`config.mk`:
```
export PLATFORM = sky130hd
export DESIGN_NAME = barrel_shifter_arbiter
export DESIGN_NICKNAME = d
export VERILOG_FILES = /design/src/rtl/barrel_shifter_arbiter_pkg.sv /design/src/rtl/barrel_shifter_arbiter_barrel_shifter.sv /design/src/rtl/barrel_shifter_arbiter.sv
export SDC_FILE = /design/constraint.sdc
export NUM_CORES = 1
export LEC_CHECK = 0
export CORE_UTILIZATION = 44
export CTS_BUF_LIST = sky130_fd_sc_hd__clkbuf_4 sky130_fd_sc_hd__clkbuf_8 sky130_fd_sc_hd__clkbuf_16
export DETAILED_ROUTE_END_ITERATION = 16
export GPL_TIMING_DRIVEN = 0
export PLACE_DENSITY = 0.84
export SYNTH_ARGS = -nofsm -noshare
export SYNTH_HDL_FRONTEND = slang
export SYNTH_SLANG_ARGS = --single-unit
```
`constraint.sdc`:
```
create_clock -name i_clk -period 3.6 [get_ports i_clk]
set_input_delay 0.72 -clock i_clk [delete_from_list [all_inputs] [get_ports i_clk]]
set_output_delay 0.72 -clock i_clk [all_outputs]
set_load 0.05 [all_outputs]
```
`src/rtl/barrel_shifter_arbiter_pkg.sv`:
```
// Shared types and widths for the two-client rotator arbiter.
// State encoding and data, rotate and ID widths.
package barrel_shifter_arbiter_pkg;

    localparam int DW  = 8;
    localparam int KW  = 3;
    localparam int IDW = 1;

    typedef enum logic {
        ST_EMPTY = 1'b0,
        ST_FULL  = 1'b1
    } state_t;

endpackage

```
`src/rtl/barrel_shifter_arbiter_barrel_shifter.sv`:
```
// Combinational 8-bit left rotator built as three log2 stages.
// Each stage rotates by 1, 2 or 4 when its bit of k is set.
module barrel_shifter
    import barrel_shifter_arbiter_pkg::*;
(
    output logic [DW-1:0] o_Y,
    input  logic [DW-1:0] i_A,
    input  logic [KW-1:0] i_k
);

    logic [DW-1:0] s1;
    logic [DW-1:0] s2;

    always_comb begin
        s1  = i_k[0] ? {i_A[DW-2:0], i_A[DW-1]}        : i_A;
        s2  = i_k[1] ? {s1[DW-3:0], s1[DW-1:DW-2]}     : s1;
        o_Y = i_k[2] ? {s2[DW-5:0], s2[DW-1:DW-4]}     : s2;
    end

endmodule

```
`src/rtl/barrel_shifter_arbiter.sv`:
```
// Two requesters share one rotator through a round-robin or fixed
// priority arbiter feeding a one-deep, ID-tagged result register.
module barrel_shifter_arbiter
    import barrel_shifter_arbiter_pkg::*;
#(
    parameter bit RR_EN = 1'b1
) (
    input  logic           i_clk,
    input  logic           i_rstn,
    input  logic           i_req0_valid,
    output logic           o_req0_ready,
    input  logic [DW-1:0]  i_req0_A,
    input  logic [KW-1:0]  i_req0_k,
    input  logic           i_req1_valid,
    output logic           o_req1_ready,
    input  logic [DW-1:0]  i_req1_A,
    input  logic [KW-1:0]  i_req1_k,
    output logic           o_rsp_valid,
    input  logic           i_rsp_ready,
    output logic [DW-1:0]  o_rsp_Y,
    output logic [IDW-1:0] o_rsp_id
);

    state_t         state;
    state_t         state_nxt;
    logic           can_load;
    logic           gnt_vld;
    logic [IDW-1:0] gnt_id;
    logic [IDW-1:0] last_gnt;
    logic [DW-1:0]  sel_a;
    logic [KW-1:0]  sel_k;
    logic [DW-1:0]  rot_y;
    logic [DW-1:0]  rsp_y;
    logic [IDW-1:0] rsp_id;

    // Readys are held low while reset is asserted.
    always_comb begin
        can_load = (state == ST_EMPTY) || i_rsp_ready;
        gnt_vld  = 1'b0;
        gnt_id   = '0;
        if (can_load && i_rstn) begin
            unique case (1'b1)
                (i_req0_valid && i_req1_valid): begin
                    gnt_vld = 1'b1;
                    gnt_id  = RR_EN ? ~last_gnt : '0;
                end
                (i_req0_valid && !i_req1_valid): begin
                    gnt_vld = 1'b1;
                    gnt_id  = '0;
                end
                (!i_req0_valid && i_req1_valid): begin
                    gnt_vld = 1'b1;
                    gnt_id  = 1'b1;
                end
                default: begin
                    gnt_vld = 1'b0;
                    gnt_id  = '0;
                end
            endcase
        end
    end

    always_comb begin
        state_nxt = state;
        if (gnt_vld) begin
            state_nxt = ST_FULL;
        end else if (state == ST_FULL && i_rsp_ready) begin
            state_nxt = ST_EMPTY;
        end
    end

    assign sel_a = (gnt_id == 1'b1) ? i_req1_A : i_req0_A;
    assign sel_k = (gnt_id == 1'b1) ? i_req1_k : i_req0_k;

    barrel_shifter u_rot (
        .o_Y (rot_y),
        .i_A (sel_a),
        .i_k (sel_k)
    );

    always_ff @(posedge i_clk or negedge i_rstn) begin
        if (!i_rstn) begin
            state    <= ST_EMPTY;
            rsp_y    <= '0;
            rsp_id   <= '0;
            last_gnt <= '1;
        end else begin
            state <= state_nxt;
            if (gnt_vld) begin
                rsp_y    <= rot_y;
                rsp_id   <= gnt_id;
                last_gnt <= gnt_id;
            end
        end
    end

    assign o_req0_ready = gnt_vld && (gnt_id == 1'b0);
    assign o_req1_ready = gnt_vld && (gnt_id == 1'b1);
    assign o_rsp_valid  = (state == ST_FULL);
    assign o_rsp_Y      = rsp_y;
    assign o_rsp_id     = rsp_id;

endmodule

```
Yosys cells after proc, flatten, opt, wreduce, memory -nomap -nowiden:

Index checks and enable logic that the tools add are counted.

* bits in registers: 11
* output and inout port bits: 12
* word-level logic and storage cells: 30
* input port bits: 27

* bitwise gates (word level): 3
* mux-type cells: 11
* reductions and logical operators: 12

Operator list (count)
* two-way mux 8 bit: 4
* logical AND 1 bit: 7
* two-way mux 1 bit: 5
* two-way mux 3 bit: 1
* NOT 1 bit: 3
* OR reduction 3 bit: 1
* logical NOT 1 bit: 2
* one-hot mux 1 bit (2 select lines): 1
* nonzero test 2 bit: 1
* logical OR 1 bit: 1

Longest topological paths before layout:

* depth in word-level cells: 8
* gate-level depth with buffers: 6
* gate-level depth less buffers: 4

Modules after synthesis:

From an unflattened synthesis, not the netlist that was laid out.

* cells, all modules: 60
* area total of the unflattened synthesis: 938.4 um2

Modules (own cells, without submodules)
* barrel_shifter_arbiter: cells an instance 41, instances 1, area an instance 611.8 um2, seq. area each 276.5 um2
* barrel_shifter: cells an instance 19, instances 1, area an instance 326.6 um2, seq. area each 0.0 um2

Worst setup path before layout:

OpenSTA, ideal clock, no wires.

* kind: in2out
* from: in i_req1_valid
* to: out o_req0_ready
* path buffers: 2
* slack: 876 ps
* data arrival time: 2004 ps
* stages: 5
* data required time: 2880 ps
* path through: a21boi_2 and3_1 buf_2 buf_6 nor2_1

* cells in the longest elaborated chain, start to end: 6
* elaborated cells on any way between the ends: 11
* classes of those cells: 4 x mux; 1 x bitwise; 6 x reduce/logical

RTL lines
* from (decl): line barrel_shifter_arbiter.sv:14 `input logic i_req1_valid,`
* logical NOT 1 bit: line barrel_shifter_arbiter.sv:47 `(i_req0_valid && !i_req1_valid): begin`
* logical AND 1 bit: line barrel_shifter_arbiter.sv:47
* OR reduction 3 bit (no line)
* two-way mux 1 bit: line barrel_shifter_arbiter.sv:42 `unique case (1'b1)`
* two-way mux 1 bit: line barrel_shifter_arbiter.sv:41 `if (can_load && i_rstn) begin`
* logical AND 1 bit *: line barrel_shifter_arbiter.sv:97 `assign o_req0_ready = gnt_vld && (gnt_id == 1'b0);`
* to (decl): line barrel_shifter_arbiter.sv:11 `output logic o_req0_ready,`

Every way passes the cells marked *; elsewhere a longest branch is shown, timed or not.

Worst setup path after layout:

* from: in i_rsp_ready
* to: out o_req0_ready

* cells in the longest elaborated chain, start to end: 5
* elaborated cells on any way between the ends: 6
* classes of those cells: 2 x mux; 1 x bitwise; 3 x reduce/logical

RTL lines
* from (decl): line barrel_shifter_arbiter.sv:19 `input logic i_rsp_ready,`
* logical OR 1 bit *: line barrel_shifter_arbiter.sv:38 `can_load = (state == ST_EMPTY) || i_rsp_ready;`
* logical AND 1 bit *: line barrel_shifter_arbiter.sv:41
* two-way mux 1 bit: line barrel_shifter_arbiter.sv:41
* NOT 1 bit: line barrel_shifter_arbiter.sv:97
* logical AND 1 bit *: line barrel_shifter_arbiter.sv:97

Marks and branches as above.

==> impl_results.md <==
* Setup violations, final at 0
* Fin crit period at approximately 3.4 ns
* Antenna Nets Post-Route at 0
* Initial antenna violation count at 0
* Worst-skew pair later-pin latency at 0.27 ns
* Pre-antenna DRT Iters at 4
* Yosys reg bits at 11
* Reg2reg end: o_rsp_Y[5]
* Final Hold Slack at around 0.34 ns
* Number of global-route vias before repair at around 840
* Setup WS pre-CTS at -0.268 ns
* Max-Cap Viols at 0
* PostCTS Resize Cnt at 1
* Post-Synth Adder-Cell Area at 0%
* Die Wd at 49.2 µm
* Setup bufs post-CTS at 0
* Worst Hold Class: input port to async pin
* Finished Core Util at between 60 and 70%
* Fin area at 0.00138 mm²
* Area grow syn2layout at 40.5%
* IO Pins at 39
* Total gr overflow at 0
* Cell taking the most area after synthesis: dfrtp_1
* Most used cell, CP: clkdlybuf4s50_1
* CP Capture Type: primary output
* Routed WL per cell at 14.8 µm
* CP max FO at 10
* Largest net degree at the start of global routing at 16
* Worst Clk Skew at 0.000835 ns
* Clk sinks at 11
* VDD IR max at 0.000365 V
* Core region area at roughly 0.0020 mm²
* Worst EP required at roughly 2.9 ns
* Simple-Gate Fraction of Synth Area at 7.67%
* Fin crit share at 95.6%
* Synth Area in Compound Gates at about an eighth
* Critical Path AT at 2.72 ns
* Worst-Margin Slew at 0.627 ns
* Residual DRC at 0
* Num rows at 16
* Distinct cells, synth at 22
* F_max at 0.291 GHz
* Sequential share of the synthesized area at 28.3%
* Dpl hpwl at between 1500 and 2000 µm
* Initial Util at 48.4%
* Vias at a little over 800
* Clk pin slew, worst setup/hold paths at 0.07 ns
* Cell depth of the worst flop-to-flop path at 4
* Area of the multi-input gates at approximately 640 µm²
* Share of layout cells above drive strength 1 at 23.8%
* Placed cell areas at 0.00135 mm²
* H-tree depth at 1
* Pins over their slew limit at 0
* Main combinational cell family by area after synthesis: multiplexers
* CP Launch Point: i_rsp_ready
* P_leak at 0.621 nW
* Placer congestion estimate at ~0.71
* Fillers at 156
* Ranking of synthesized cells by area: dfrtp_1 26%, mux2i_1 25%, mux2_4 12%
* Crit path kind: input port to primary output
* Top FF cell, synth: dfrtp_1
* Root buffer cell: clkbuf_4
* Mux cell area share after synthesis at 46.0%
* First-pass GRT wire length at 3730 µm
* Post-synthesis xor/xnor area fraction at 0%
* Gate Count Post-Synth at a little under 90
* TritonCTS buffer count at 3
* # hold bufs at CTS at 0
* Antenna Cells at 0
* Cell Pwr Density at 400 mW/mm²
* Setup TNS at 0 ns
* Most common cell in the netlist: mux2i_1
* Worst R2R Start: last_gnt
* Register area at 277 µm²
* Mapped Area at 978 µm²
* Async SR Flop Fraction at 100%
* Setup WS post-layout at about 0.16 ns
* Crit-path cells: clkdlybuf4s50_1 -> nand2b_4 -> o211ai_1 -> clkbuf_1 -> nor2_1 -> clkdlybuf4s50_1
* Die area at 0.00242 mm²
* RSZ-0062 raised after global routing: no
* CP max-delay cell: clkdlybuf4s50_1
* Post-synth top area share at 25.6%
* Gr usage total at between 10% and 20%
* # port buffers at 34
* Syn Area/Cell at 11.1 µm²
* Final #Nets at 154
* Initial DRC Count at 8
* Maximum root-to-sink buffer count at 2
* Slew HR at 58.1%
* Max stage delay on crit path at 0.80 ns
* Chip Height at 49.2 µm
* Outcome: finished clean
* Ys Warns at 0
* Final Hold Viols at 0
* CTS tree: done
* EDFF count, synth at 0
* Reg2Reg Setup Slack at 1.91 ns
* Most frequent cells after synthesis: 24 x mux2i_1, 10 x dfrtp_1, 9 x nand2_1
* Net Count, Synth at between 100 and 150
* Final WL at 2260 µm
* Via-to-Cell Ratio at around 5.4
* CP startpoint kind: input port
-- sequential cells by signal, indices dropped and copies added, names as in the netlist --
register,flops
o_rsp_Y,8
last_gnt,1
o_rsp_id,1
o_rsp_valid,1
-- worst max path at each step --
| stage | to | cells after the start |
|---|---|---|
| after detailed placement | o_req0_ready | 5 |
| final | o_req0_ready | 6 |
| after floorplan | o_req0_ready | 5 |
| after global placement | o_req0_ready | 5 |
| after CTS | o_req0_ready | 5 |
| after global routing | o_req0_ready | 6 |
-- placed cells by master (no fill, tap or decap), types with 2 or more instances in the layout --
cell,instances
a21o_1,2
buf_2,2
buf_6,3
clkbuf_1,2
clkbuf_4,3
clkdlybuf4s50_1,33
dfrtp_1,10
mux2_2,8
mux2_4,8
mux2i_1,24
nand2_1,9
o221ai_1,8
-- worst max-delay path: cells and delay by family --
kind | cells | cell delay, ns
buf+inv | 3 | 1.54
simple gates | 2 | 0.29
compound gates | 1 | 0.17
-- routing by layer --
metal	global-route usage, %	up-vias	wire, µm
met5	0	-	0
met4	4.41	0	17
met3	4.36	2	107
met2	34.7	21	1150
met1	24.8	395	982
li1	-	412	-
-- stage by stage --
| step | power [mW] | instances |
|---|---|---|
| after floorplan | 0.366 | 88 |
| after global placement | 0.466 | 149 |
| after detailed placement | 0.470 | 149 |
| after CTS | 0.555 | 153 |
| after global routing | 0.580 | 153 |
| final | 0.550 | 153 |
-- area by class of cell --
class | instances | area share (%)
tap | 27 | 2.46
buffer | 8 | 4.00
sequential | 11 | 20.1
clock inverter | 1 | 0.364
inverter | 1 | 0.273
multi-input combinational | 68 | 46.8
timing repair buffer | 34 | 24.4
clock buffer | 3 | 1.64
-- power by group --
part | switching [mW] | total [mW] | internal [mW]
sequential | 0.0157 | 0.168 | 0.153
clock | 0.0412 | 0.0823 | 0.0412
combinational | 0.173 | 0.299 | 0.126
-- cells by family (layout without fill, tap and decap cells) --
| kind of cell | Yosys count | count (layout) |
|---|---|---|
| mux | 40 | 40 |
| compound gates | 14 | 14 |
| simple gates | 14 | 14 |
| flops | 11 | 11 |
| buf+inv | 9 | 47 |
No activity file was read; power rests on OpenSTA's default activity.
